### src/rtl/tick_pps_compare.sv
// tick_pps_compare: measures the signed cycle offset of each external PPS edge against the
// local tick stream, counts consecutive periods without a PPS and flags surplus PPS edges.
// Optional build macro TICK_PPS_FILTER_EN adds a 4-cycle glitch filter on the synchronized PPS.
module tick_pps_compare #(
    parameter int unsigned PERIOD     = 124500000,
    parameter int unsigned MISS_LIMIT = 3,
    localparam int         OW         = $clog2(PERIOD) + 1
) (
    input  logic                 clk,
    input  logic                 rst,
    input  logic                 tick,
    input  logic                 pps_in,
    output logic signed [OW-1:0] offset,
    output logic                 offset_valid,
    output logic [7:0]           miss_cnt,
    output logic                 lost,
    output logic                 extra
);

    localparam int             PW        = OW - 1;
    localparam logic [PW-1:0]  PHASE_MAX = PW'(PERIOD - 1);
    localparam logic [PW-1:0]  HALF      = PW'(PERIOD / 2);
    localparam logic [OW-1:0]  PERIOD_W  = OW'(PERIOD);
    localparam logic [7:0]     MISS_LIM  = 8'(MISS_LIMIT);

    typedef enum logic [1:0] {StIdle, StArmed, StCaptured} state_t;

    state_t                state, state_next;
    logic                  sync1, sync2;
    logic                  pps_evt;
    logic                  tick_d;
    logic                  hold;
    logic [PW-1:0]         phase;
    logic [PW-1:0]         m;
    logic signed [OW-1:0]  off_calc;
    logic                  capture, miss_inc, extra_set;
    logic [7:0]            miss_next;

    // Two-stage synchronizer for the asynchronous PPS input, plus the tick delay register
    always_ff @(posedge clk) begin
        if (rst) begin
            sync1  <= 1'b0;
            sync2  <= 1'b0;
            tick_d <= 1'b0;
        end else begin
            sync1  <= pps_in;
            sync2  <= sync1;
            tick_d <= tick;
        end
    end

`ifdef TICK_PPS_FILTER_EN
    logic [2:0] filt_cnt;

    // Count consecutive high cycles of sync2; the event fires on the fourth and only once
    always_ff @(posedge clk) begin
        if (rst || !sync2) begin
            filt_cnt <= 3'd0;
        end else if (filt_cnt != 3'd4) begin
            filt_cnt <= filt_cnt + 3'd1;
        end
    end

    assign pps_evt = sync2 && (filt_cnt == 3'd3);
`else
    logic sync3;

    // Edge-detect stage behind the synchronizer
    always_ff @(posedge clk) begin
        if (rst) begin
            sync3 <= 1'b0;
        end else begin
            sync3 <= sync2;
        end
    end

    assign pps_evt = sync2 & ~sync3;
`endif

    // Back-to-back ticks mean the upstream generator is unlocked
    assign hold = tick & tick_d;

    // Cycles elapsed since the last tick, saturating one short of a full period
    always_ff @(posedge clk) begin
        if (rst) begin
            phase <= '0;
        end else if (tick) begin
            phase <= PW'(1);
        end else if (phase != PHASE_MAX) begin
            phase <= phase + PW'(1);
        end
    end

    // A PPS coinciding with the tick is exactly on time
    assign m        = (pps_evt && tick) ? '0 : phase;
    assign off_calc = (m < HALF) ? $signed({1'b0, m}) : $signed({1'b0, m} - PERIOD_W);

    // Capture state register
    always_ff @(posedge clk) begin
        if (rst) begin
            state <= StIdle;
        end else begin
            state <= state_next;
        end
    end

    // Next-state and event decode; hold overrides everything
    always_comb begin
        state_next = state;
        capture    = 1'b0;
        miss_inc   = 1'b0;
        extra_set  = 1'b0;
        if (hold) begin
            state_next = StIdle;
        end else begin
            unique case (state)
                StIdle: begin
                    if (tick) state_next = StArmed;
                end
                StArmed: begin
                    if (pps_evt) begin
                        capture    = 1'b1;
                        state_next = StCaptured;
                    end else if (tick) begin
                        miss_inc = 1'b1;
                    end
                end
                StCaptured: begin
                    if (pps_evt && tick) begin
                        capture = 1'b1;
                    end else if (tick) begin
                        state_next = StArmed;
                    end else if (pps_evt) begin
                        extra_set = 1'b1;
                    end
                end
                default: state_next = StIdle;
            endcase
        end
    end

    // Miss counter next value: cleared on capture, saturating increment on a missed period
    always_comb begin
        miss_next = miss_cnt;
        if (capture) begin
            miss_next = 8'd0;
        end else if (miss_inc && (miss_cnt != 8'hFF)) begin
            miss_next = miss_cnt + 8'd1;
        end
    end

    // Registered outputs
    always_ff @(posedge clk) begin
        if (rst) begin
            offset       <= '0;
            offset_valid <= 1'b0;
            extra        <= 1'b0;
            miss_cnt     <= 8'd0;
            lost         <= 1'b0;
        end else begin
            offset_valid <= capture;
            extra        <= extra_set;
            if (capture) offset <= off_calc;
            miss_cnt     <= miss_next;
            lost         <= (miss_next >= MISS_LIM);
        end
    end

endmodule
### config.mk
export PLATFORM = sky130hd
export DESIGN_NAME = tick_pps_compare
export DESIGN_NICKNAME = d
export VERILOG_FILES = /design/src/rtl/tick_pps_compare.sv
export SDC_FILE = /design/constraint.sdc
export NUM_CORES = 1
export LEC_CHECK = 0
export ABC_AREA = 0
export BUFFER_PORTS_ARGS = -buffer_cell sky130_fd_sc_hd__buf_2
export CORE_MARGIN = 2
export CORE_UTILIZATION = 55
export DETAILED_ROUTE_END_ITERATION = 6
export PLACE_DENSITY_LB_ADDON = 0.12
export SLEW_MARGIN = 20
export SYNTH_ARGS = -nofsm -noshare
export SYNTH_HDL_FRONTEND = slang
export SYNTH_SLANG_ARGS = --single-unit
### constraint.sdc
create_clock -name clk -period 3.6 [get_ports clk]
set_input_delay 0.72 -clock clk [delete_from_list [all_inputs] [get_ports clk]]
set_output_delay 0.72 -clock clk [all_outputs]
set_load 0.005 [all_outputs]
==> results of run 1 <==
[worst register-to-register path, cell delays in order, from the launching register on]
cell and delay [ns]:
sky130_fd_sc_hd__dfxtp_1 0.44, sky130_fd_sc_hd__nor4_2 0.70, sky130_fd_sc_hd__a211o_1 0.23, sky130_fd_sc_hd__a211o_1 0.41
sky130_fd_sc_hd__and2_1 0.35, sky130_fd_sc_hd__mux2_1 0.36, sky130_fd_sc_hd__a211oi_1 0.22
[power by group]
part / total, mW / leakage, nW / switching, mW / internal (mW)
registers: 0.811 / 0.581 / 0.00805 / 0.803
clock network: 0.605 / 0.0975 / 0.284 / 0.321
logic: 0.0632 / 0.730 / 0.0401 / 0.0231
[routing by layer]
| metal | share of wire | wire length [um] |
|---|---|---|
| met3 | 0.047 | 401 |
| met1 | 0.49 | 4160 |
| met4 | 0.016 | 138 |
| met5 | 0 | 0 |
| met2 | 0.45 | 3877 |
[metrics by stage]
step                      utilization  instance area, um^2  instances  hold slack [ns]
final                          0.6343                 4074        554           0.4421
after global routing           0.6343                 4074        554           0.4652
after CTS                      0.6343                 4074        554           0.4483
after detailed placement       0.6045                 3882        539           0.4302
after global placement         0.6045                 3882        539           0.4185
after floorplan                     -                 3689        450           0.4138
[kinds of logic (layout without fill, tap and decap cells)]
group,count (synthesis),after routing,share of synthesized area
xor gates and xnor gates,40,40,0.09498
DFF,72,72,0.3908
AOI/OAI and AO/OA,88,88,0.1591
and+or+nand+nor,193,193,0.2680
adders and majority gates,7,7,0.02374
muxes,4,4,0.01153
buffers and inverters,46,73,0.05190
[layout make-up]
type | instances | area share
clock buffers | 13 | 0.04392
clock inverters | 2 | 0.003071
inverters | 11 | 0.01014
multi-input cells | 332 | 0.5046
flip-flops and latches | 72 | 0.3538
well taps | 77 | 0.02365
repair buffers | 47 | 0.06081
[synthesized netlist by cell type, types with 3 or more instances]
library cell                number
sky130_fd_sc_hd__nor3_1         11
sky130_fd_sc_hd__nor4b_1         3
sky130_fd_sc_hd__or3_1           6
sky130_fd_sc_hd__nand4_1         8
sky130_fd_sc_hd__xor2_1         13
sky130_fd_sc_hd__nand3b_1        3
sky130_fd_sc_hd__clkbuf_1       28
sky130_fd_sc_hd__nand2_1        49
sky130_fd_sc_hd__nand2b_1        4
sky130_fd_sc_hd__o21ai_1        11
sky130_fd_sc_hd__and4_1          5
sky130_fd_sc_hd__nor2_1         51
sky130_fd_sc_hd__nand3_1        21
sky130_fd_sc_hd__a211oi_1       14
sky130_fd_sc_hd__o2111ai_1       3
sky130_fd_sc_hd__a21oi_1        27
sky130_fd_sc_hd__xnor2_1        27
sky130_fd_sc_hd__buf_2           3
sky130_fd_sc_hd__o21ai_0         3
sky130_fd_sc_hd__a31oi_1         4
sky130_fd_sc_hd__nor4_1          9
sky130_fd_sc_hd__ha_1            7
sky130_fd_sc_hd__nor2b_1         5
sky130_fd_sc_hd__dfxtp_1        72
sky130_fd_sc_hd__inv_1          11
sky130_fd_sc_hd__o211ai_1        4
sky130_fd_sc_hd__a22o_1          3
sky130_fd_sc_hd__or4_1           4
sky130_fd_sc_hd__nand4b_1        3
[registers in the layout, summed over array words and instances, names as in the netlist]
signal / cells
state: 2
offset_valid: 1
sync1: 1
sync3: 1
offset: 28
lost: 1
miss_cnt: 8
sync2: 1
tick_d: 1
extra: 1
phase: 27
[layout by cell type (no fill, tap or decap), types with 3 or more instances in the layout]
| master | n |
|---|---|
| sky130_fd_sc_hd__nand4_1 | 8 |
| sky130_fd_sc_hd__a31oi_1 | 4 |
| sky130_fd_sc_hd__buf_4 | 5 |
| sky130_fd_sc_hd__xnor2_1 | 27 |
| sky130_fd_sc_hd__nand2b_1 | 4 |
| sky130_fd_sc_hd__inv_1 | 11 |
| sky130_fd_sc_hd__a21oi_1 | 27 |
| sky130_fd_sc_hd__ha_1 | 7 |
| sky130_fd_sc_hd__nor2b_1 | 5 |
| sky130_fd_sc_hd__or3_1 | 6 |
| sky130_fd_sc_hd__or4_1 | 4 |
| sky130_fd_sc_hd__buf_2 | 42 |
| sky130_fd_sc_hd__dfxtp_1 | 72 |
| sky130_fd_sc_hd__clkbuf_8 | 13 |
| sky130_fd_sc_hd__a22o_1 | 3 |
| sky130_fd_sc_hd__a211oi_1 | 14 |
| sky130_fd_sc_hd__nor4b_1 | 3 |
| sky130_fd_sc_hd__nor3_1 | 11 |
| sky130_fd_sc_hd__and4_1 | 5 |
| sky130_fd_sc_hd__nand4b_1 | 3 |
| sky130_fd_sc_hd__nand2_1 | 49 |
| sky130_fd_sc_hd__nand3b_1 | 3 |
| sky130_fd_sc_hd__nand3_1 | 21 |
| sky130_fd_sc_hd__o21ai_1 | 11 |
| sky130_fd_sc_hd__xor2_1 | 13 |
| sky130_fd_sc_hd__nor4_1 | 9 |
| sky130_fd_sc_hd__o211ai_1 | 4 |
| sky130_fd_sc_hd__nor2_1 | 51 |
| sky130_fd_sc_hd__o21ai_0 | 3 |
| sky130_fd_sc_hd__o2111ai_1 | 3 |
[worst max-delay path by stage]
stage / to / from / depth (start not counted)
global route: offset[6] / tick / 10
CTS: offset[6] / tick / 10
detailed placement: offset[6] / tick / 10
global placement: offset[6] / tick / 10
finish: offset[6] / tick / 10
floorplan: offset[6] / tick / 11
==> flow_summary.json, run 1 <==
{
  "run_status": "finished with violations",
  "violations": "design-rule violations",
  "htree_levels": 3,
  "die_area_um2": 7377,
  "synth_seq_area_share": 0.3908,
  "startpoint_class": "primary input",
  "detailroute.via_count": 3281,
  "design.final.nets": 484,
  "drt_first_pass_iters": 7,
  "fin_crit_ns": 2.860,
  "number_of_distinct_standard_cells_referenced_by_the_synthesized_netlist": 56,
  "synth_ff_type": "sky130_fd_sc_hd__dfxtp_1",
  "ys.warnings.count": 0,
  "area_of_combinational_cells_with_multiple_inputs_um2": 2056,
  "critPathKind": "primary input to flip-flop",
  "setup_tns_ns": 0,
  "reg2reg_slack_ns": 0.81,
  "async_reset_ff_frac": 0,
  "worst_setup_ep_type": "flip-flop",
  "synthesis.area_um2": 3689,
  "worst_ep_required_time_ns": 3.86,
  "power_density_nw_per_um2": 363.3,
  "cts_post_setup_buffers_inserted": 0,
  "syn_inst": 450,
  "worst_r2r_startpoint": "phase[5]",
  "global_route_wire_length_before_repair_um": 14430,
  "max_slew_margin": 0.5341,
  "dp_worst_setup_slack_ns": 0.4618,
  "timing.critical_path.buf_inv": 1,
  "gr-usage-met1": 0.3377,
  "detailedPlacementHpwl_um": 6044,
  "io_buffer_count": 42,
  "setup_slack_ns": 0.7396,
  "filler_cell_count": 586,
  "detail_route.iter0.violations": 201,
  "crit_arrival_ns": 3.12,
  "die-width_um": 85.89,
  "synth_edf_count": 0,
  "use_met3": 0.03754,
  "placement_rows": 29,
  "remaining_drc_errors": 5,
  "grtUsageMet2": 0.3791,
  "mappedNetlistNets": 461,
  "yosys.area.top_type_share": 0.3908,
  "holdBufCountCts": 0,
  "clock_path_buffers": 2,
  "numClockSinks": 72,
  "postRouteWirelength_um": 8576,
  "synth_largest_area_cell": "sky130_fd_sc_hd__dfxtp_1",
  "critical_path.most_common_cell": "sky130_fd_sc_hd__a211o_1",
  "netlist_top_cells_area": "sky130_fd_sc_hd__dfxtp_1, sky130_fd_sc_hd__xnor2_1, sky130_fd_sc_hd__nor2_1, sky130_fd_sc_hd__nand2_1, sky130_fd_sc_hd__a21oi_1",
  "dieHeight_um": 85.89,
  "tightest_slew_ns": 0.6930,
  "hold_viol_final": 0,
  "via_count_of_the_first_global_routing_pass": 3019,
  "seq_area_um2": 1441,
  "grt_util_all_layers": 0.2412,
  "cap_viol_max_count": 0,
  "average_wire_per_cell_in_the_routed_design_um": 15.48,
  "cts_resized": 0,
  "i_o_pin_cnt": 43,
  "clkTransAtPathRegs_ns": 0.07,
  "insertedDiodeCount": 0,
  "clock_insertion_delay_worst_skew_ns": 0.34,
  "finalCritPeriodShare": 0.7945,
  "timing.critical_path.slowest_stage_cell": "sky130_fd_sc_hd__a211o_1",
  "final.setup_skew_ns": 0.009992,
  "cts-buffers-inserted": 9,
  "grt_most_used_layer": "met2",
  "r2r.worst_path.cells": 6,
  "core_area_um2": 6422,
  "gp_routability_congestion": 0.8650,
  "clock_tree_from_tritoncts": "yes",
  "routed_via_density": 5.922,
  "drive_gt1_frac": 0.1405,
  "top_cell_family_by_delay_on_the_critical_path": "compound AO/OA/AOI/OAI gates",
  "ff_latch_count_synth": 72,
  "hold_path_depth": 1,
  "starting_density": 0.5743,
  "syn_area_per_cell_um2": 8.197,
  "critical-path-max-stage-delay_ns": 0.44,
  "worst_r2r_endpoint": "offset[6]",
  "peakVddDrop_v": 0.0003262,
  "hold_class": "flip-flop to flip-flop",
  "timing.hold.worst.start": "sync1",
  "grt_max_degree": 30,
  "clockRootBuffer": "sky130_fd_sc_hd__clkbuf_8",
  "report.power.total_mw": 1.480,
  "initial_antenna_violation_count": 0,
  "drv_slew": 0,
  "rsz0062_at_grt": "false",
  "crit_fanout": 15,
  "postRouteAntennaNets": 0,
  "areaGrowthSynthToFinish_pct": 10.45,
  "crit_chain": "buf_2, nand3b_1, nand2_1, ha_1, a21oi_1, a211o_1, a211o_1, and2_1, mux2_1, a211oi_1",
  "p_leak_nw": 1.409,
  "grt_overflow_total": 0,
  "setup_violations": 0,
  "worst_hold_end": "sync2",
  "max_clock_freq_mhz": 349.6
}
Power figures use the tool's default switching activity.
==> inputs of run 2 (changes only) <==
ABC_AREA = 1   (was 0)
clock period = 3 ns   (was 3.6 ns; I/O delays follow)
==> run 2 against run 1 <==
  * The flow now finishes without violations
  * Area after synthesis grew 20%
  * Global-route usage grew 2.8 points
  * Cell area increased by 19%
  * Critical endpoint is now offset[13]
==> flow_summary.json, run 2 <==
{
  "run_status": "finished clean",
  "crit_fanout": 33,
  "critical-path-max-stage-delay_ns": 0.42,
  "reg_top3": "offset (28), phase (27), miss_cnt (8)",
  "postRouteWirelength_um": 11320,
  "numClockSinks": 72,
  "cts-buffers-inserted": 9,
  "synth_seq_area_share": 0.3270,
  "design.final.nets": 731,
  "mostFrequentLayoutCells": "sky130_fd_sc_hd__nand2_1, sky130_fd_sc_hd__inv_1, sky130_fd_sc_hd__dfxtp_1",
  "critPathKind": "flip-flop to flip-flop",
  "max_slew_margin": 0.5527,
  "setup_slack_ns": 0.7013,
  "starting_density": 0.5704,
  "gp_routability_congestion": 0.9685,
  "grt_max_degree": 34,
  "critical_path.most_common_cell": "sky130_fd_sc_hd__nand2_1",
  "detail_route.iter0.violations": 280,
  "dp_worst_setup_slack_ns": 0.3779,
  "detailedPlacementHpwl_um": 8582,
  "detailroute.via_count": 4473,
  "worst_ep_required_time_ns": 3.30,
  "syn_inst": 684,
  "timing.critical_path.slowest_stage_cell": "sky130_fd_sc_hd__dfxtp_1",
  "drive_gt1_frac": 0.1310,
  "drt_first_pass_iters": 5,
  "tightest_slew_ns": 0.6702,
  "via_count_of_the_first_global_routing_pass": 4060,
  "yosys-top-cells-count": "sky130_fd_sc_hd__nand2_1, sky130_fd_sc_hd__inv_1, sky130_fd_sc_hd__dfxtp_1",
  "global_route_wire_length_before_repair_um": 18890,
  "number_of_distinct_standard_cells_referenced_by_the_synthesized_netlist": 42,
  "htree_levels": 3,
  "clock_insertion_delay_worst_skew_ns": 0.35,
  "remaining_drc_errors": 0,
  "initial_antenna_violation_count": 0,
  "top_cell_family_by_delay_on_the_critical_path": "simple AND/OR/NAND/NOR gates",
  "average_wire_per_cell_in_the_routed_design_um": 13.69,
  "dieHeight_um": 93.53,
  "die_area_um2": 8747,
  "hold_viol_final": 0,
  "syn_area_per_cell_um2": 6.444,
  "ys.warnings.count": 0,
  "grt_overflow_total": 0,
  "crit_arrival_ns": 2.59,
  "synth_largest_area_cell": "sky130_fd_sc_hd__dfxtp_1",
  "insertedDiodeCount": 0,
  "core_area_um2": 7727,
  "synthesis.area_um2": 4408,
  "die-width_um": 93.53,
  "cap_viol_max_count": 0,
  "setup_violations": 0,
  "netlist_top_cells_area": "sky130_fd_sc_hd__dfxtp_1, sky130_fd_sc_hd__nand2_1, sky130_fd_sc_hd__inv_1, sky130_fd_sc_hd__nand3_1, sky130_fd_sc_hd__nor2_1",
  "ff_latch_count_synth": 72,
  "finalCritPeriodShare": 0.7662,
  "p_leak_nw": 2.290,
  "areaGrowthSynthToFinish_pct": 9.821,
  "layout.cells.most_common": "sky130_fd_sc_hd__nand2_1",
  "i_o_pin_cnt": 43,
  "clockRootBuffer": "sky130_fd_sc_hd__clkbuf_8",
  "power_density_nw_per_um2": 392.7,
  "clock_tree_from_tritoncts": "yes",
  "rsz0062_at_grt": "false",
  "setup_tns_ns": 0,
  "max_clock_freq_mhz": 435.0,
  "grt_util_all_layers": 0.2693,
  "final.setup_skew_ns": 0.01167,
  "fin_crit_ns": 2.299,
  "peakVddDrop_v": 0.0002277,
  "cts_resized": 0,
  "postRouteAntennaNets": 0,
  "clkTransAtPathRegs_ns": 0.09,
  "yosys.area.top_type_share": 0.3270,
  "startpoint_class": "flip-flop",
  "async_reset_ff_frac": 0,
  "mappedNetlistNets": 695,
  "placement_rows": 32,
  "timing.critical_path.buf_inv": 0,
  "largest_register_ff_count": 28,
  "synth_edf_count": 0,
  "cell_with_the_most_instances_after_synthesis": "sky130_fd_sc_hd__nand2_1",
  "holdBufCountCts": 0,
  "io_buffer_count": 42,
  "max_flop_register": "offset",
  "hold_class": "flip-flop to flip-flop",
  "clock_path_buffers": 2,
  "cts_post_setup_buffers_inserted": 0,
  "worst_setup_ep_type": "flip-flop",
  "synth_ff_type": "sky130_fd_sc_hd__dfxtp_1",
  "routed_via_density": 5.409,
  "drv_slew": 0,
  "crit_chain": "nand3_4, nand2_1, ha_1, nand3_1, nand2_1, nand3_1, nand2_4, nand2_1, o21ai_0, nand3_1, nand2_1"
}
## run 2: cell count changes after synthesis, sizes merged, moves of 9 or more
| cell | change |
|---|---|
| nand4 | +10 |
| buf | +9 |
| xnor2 | -25 |
| a21oi | +9 |
| clkbuf | -21 |
| a211oi | -12 |
| nand3 | +41 |
| nor2 | +21 |
| nand2 | +144 |
| o21ai | +31 |
| inv | +86 |
## run 2: cell type report
class / instances / area [um^2]
Clock buffer: 9 / 123.9
Multi-Input combinational cell: 490 / 2451
Clock inverter: 7 / 70.07
Tap cell: 102 / 127.6
Timing Repair Buffer: 48 / 255.2
Sequential cell: 72 / 1441
Inverter: 99 / 371.6
Fill cell: 751 / 2887
## run 2: kinds of logic after synthesis
kind of cell	count (synthesis)	share of synthesized area
AO/OA/AOI/OAI	104	0.1380
flip-flops	72	0.3270
adder cells (fa/ha/maj)	7	0.01987
AND/OR/NAND/NOR	372	0.3843
XOR/XNOR	7	0.01391
buffers and inverters	122	0.1169
## run 2: metrics by stage
| stage | total power [mW] | instances | cell area (um^2) | util | hold slack (ns) |
|---|---|---|---|---|---|
| after detailed placement | 1.150 | 811 | 4647 | 0.6014 | 0.4074 |
| after global routing | 1.985 | 827 | 4841 | 0.6265 | 0.4457 |
| after global placement | 1.144 | 811 | 4647 | 0.6014 | 0.3914 |
| after floorplan | 1.111 | 684 | 4408 | - | 0.3883 |
| after CTS | 1.919 | 827 | 4841 | 0.6265 | 0.4199 |
| final | 1.901 | 827 | 4841 | 0.6265 | 0.4162 |
## run 2: per-layer routing
layer / up-vias / GRT usage / wire length (um)
met3: 18 / 0.04512 / 789
met4: 0 / 0.09559 / 217
met1: 1999 / 0.3939 / 5542
met5: - / 0 / 0
met2: 166 / 0.3969 / 4775
li1: 2290 / - / -
## run 2: power by group
| part | internal, mW | switching, mW | leakage [nW] |
|---|---|---|---|
| clock | 0.385 | 0.388 | 0.0998 |
| sequential | 0.973 | 0.0152 | 0.582 |
| combinational | 0.0468 | 0.0923 | 1.61 |
## run 2: worst reg2reg max path, delay by kind of cell (launching register included)
kind	cells	cell delay [ns]
simple gates	9	1.46
compound gates	1	0.19
fa+ha+maj	1	0.17
flops	1	0.42
## run 2: path summary, 6_finish.rpt
path / startpoint / endpoint / slack, ns / depth (start not counted)
worst max-delay path: sync2 / offset[13] / 0.70 / 11
worst min-delay path: sync1 / sync2 / 0.42 / 2
worst max register to register: sync2 / offset[13] / 0.70 / 11
worst min register to register: sync1 / sync2 / 0.42 / 2
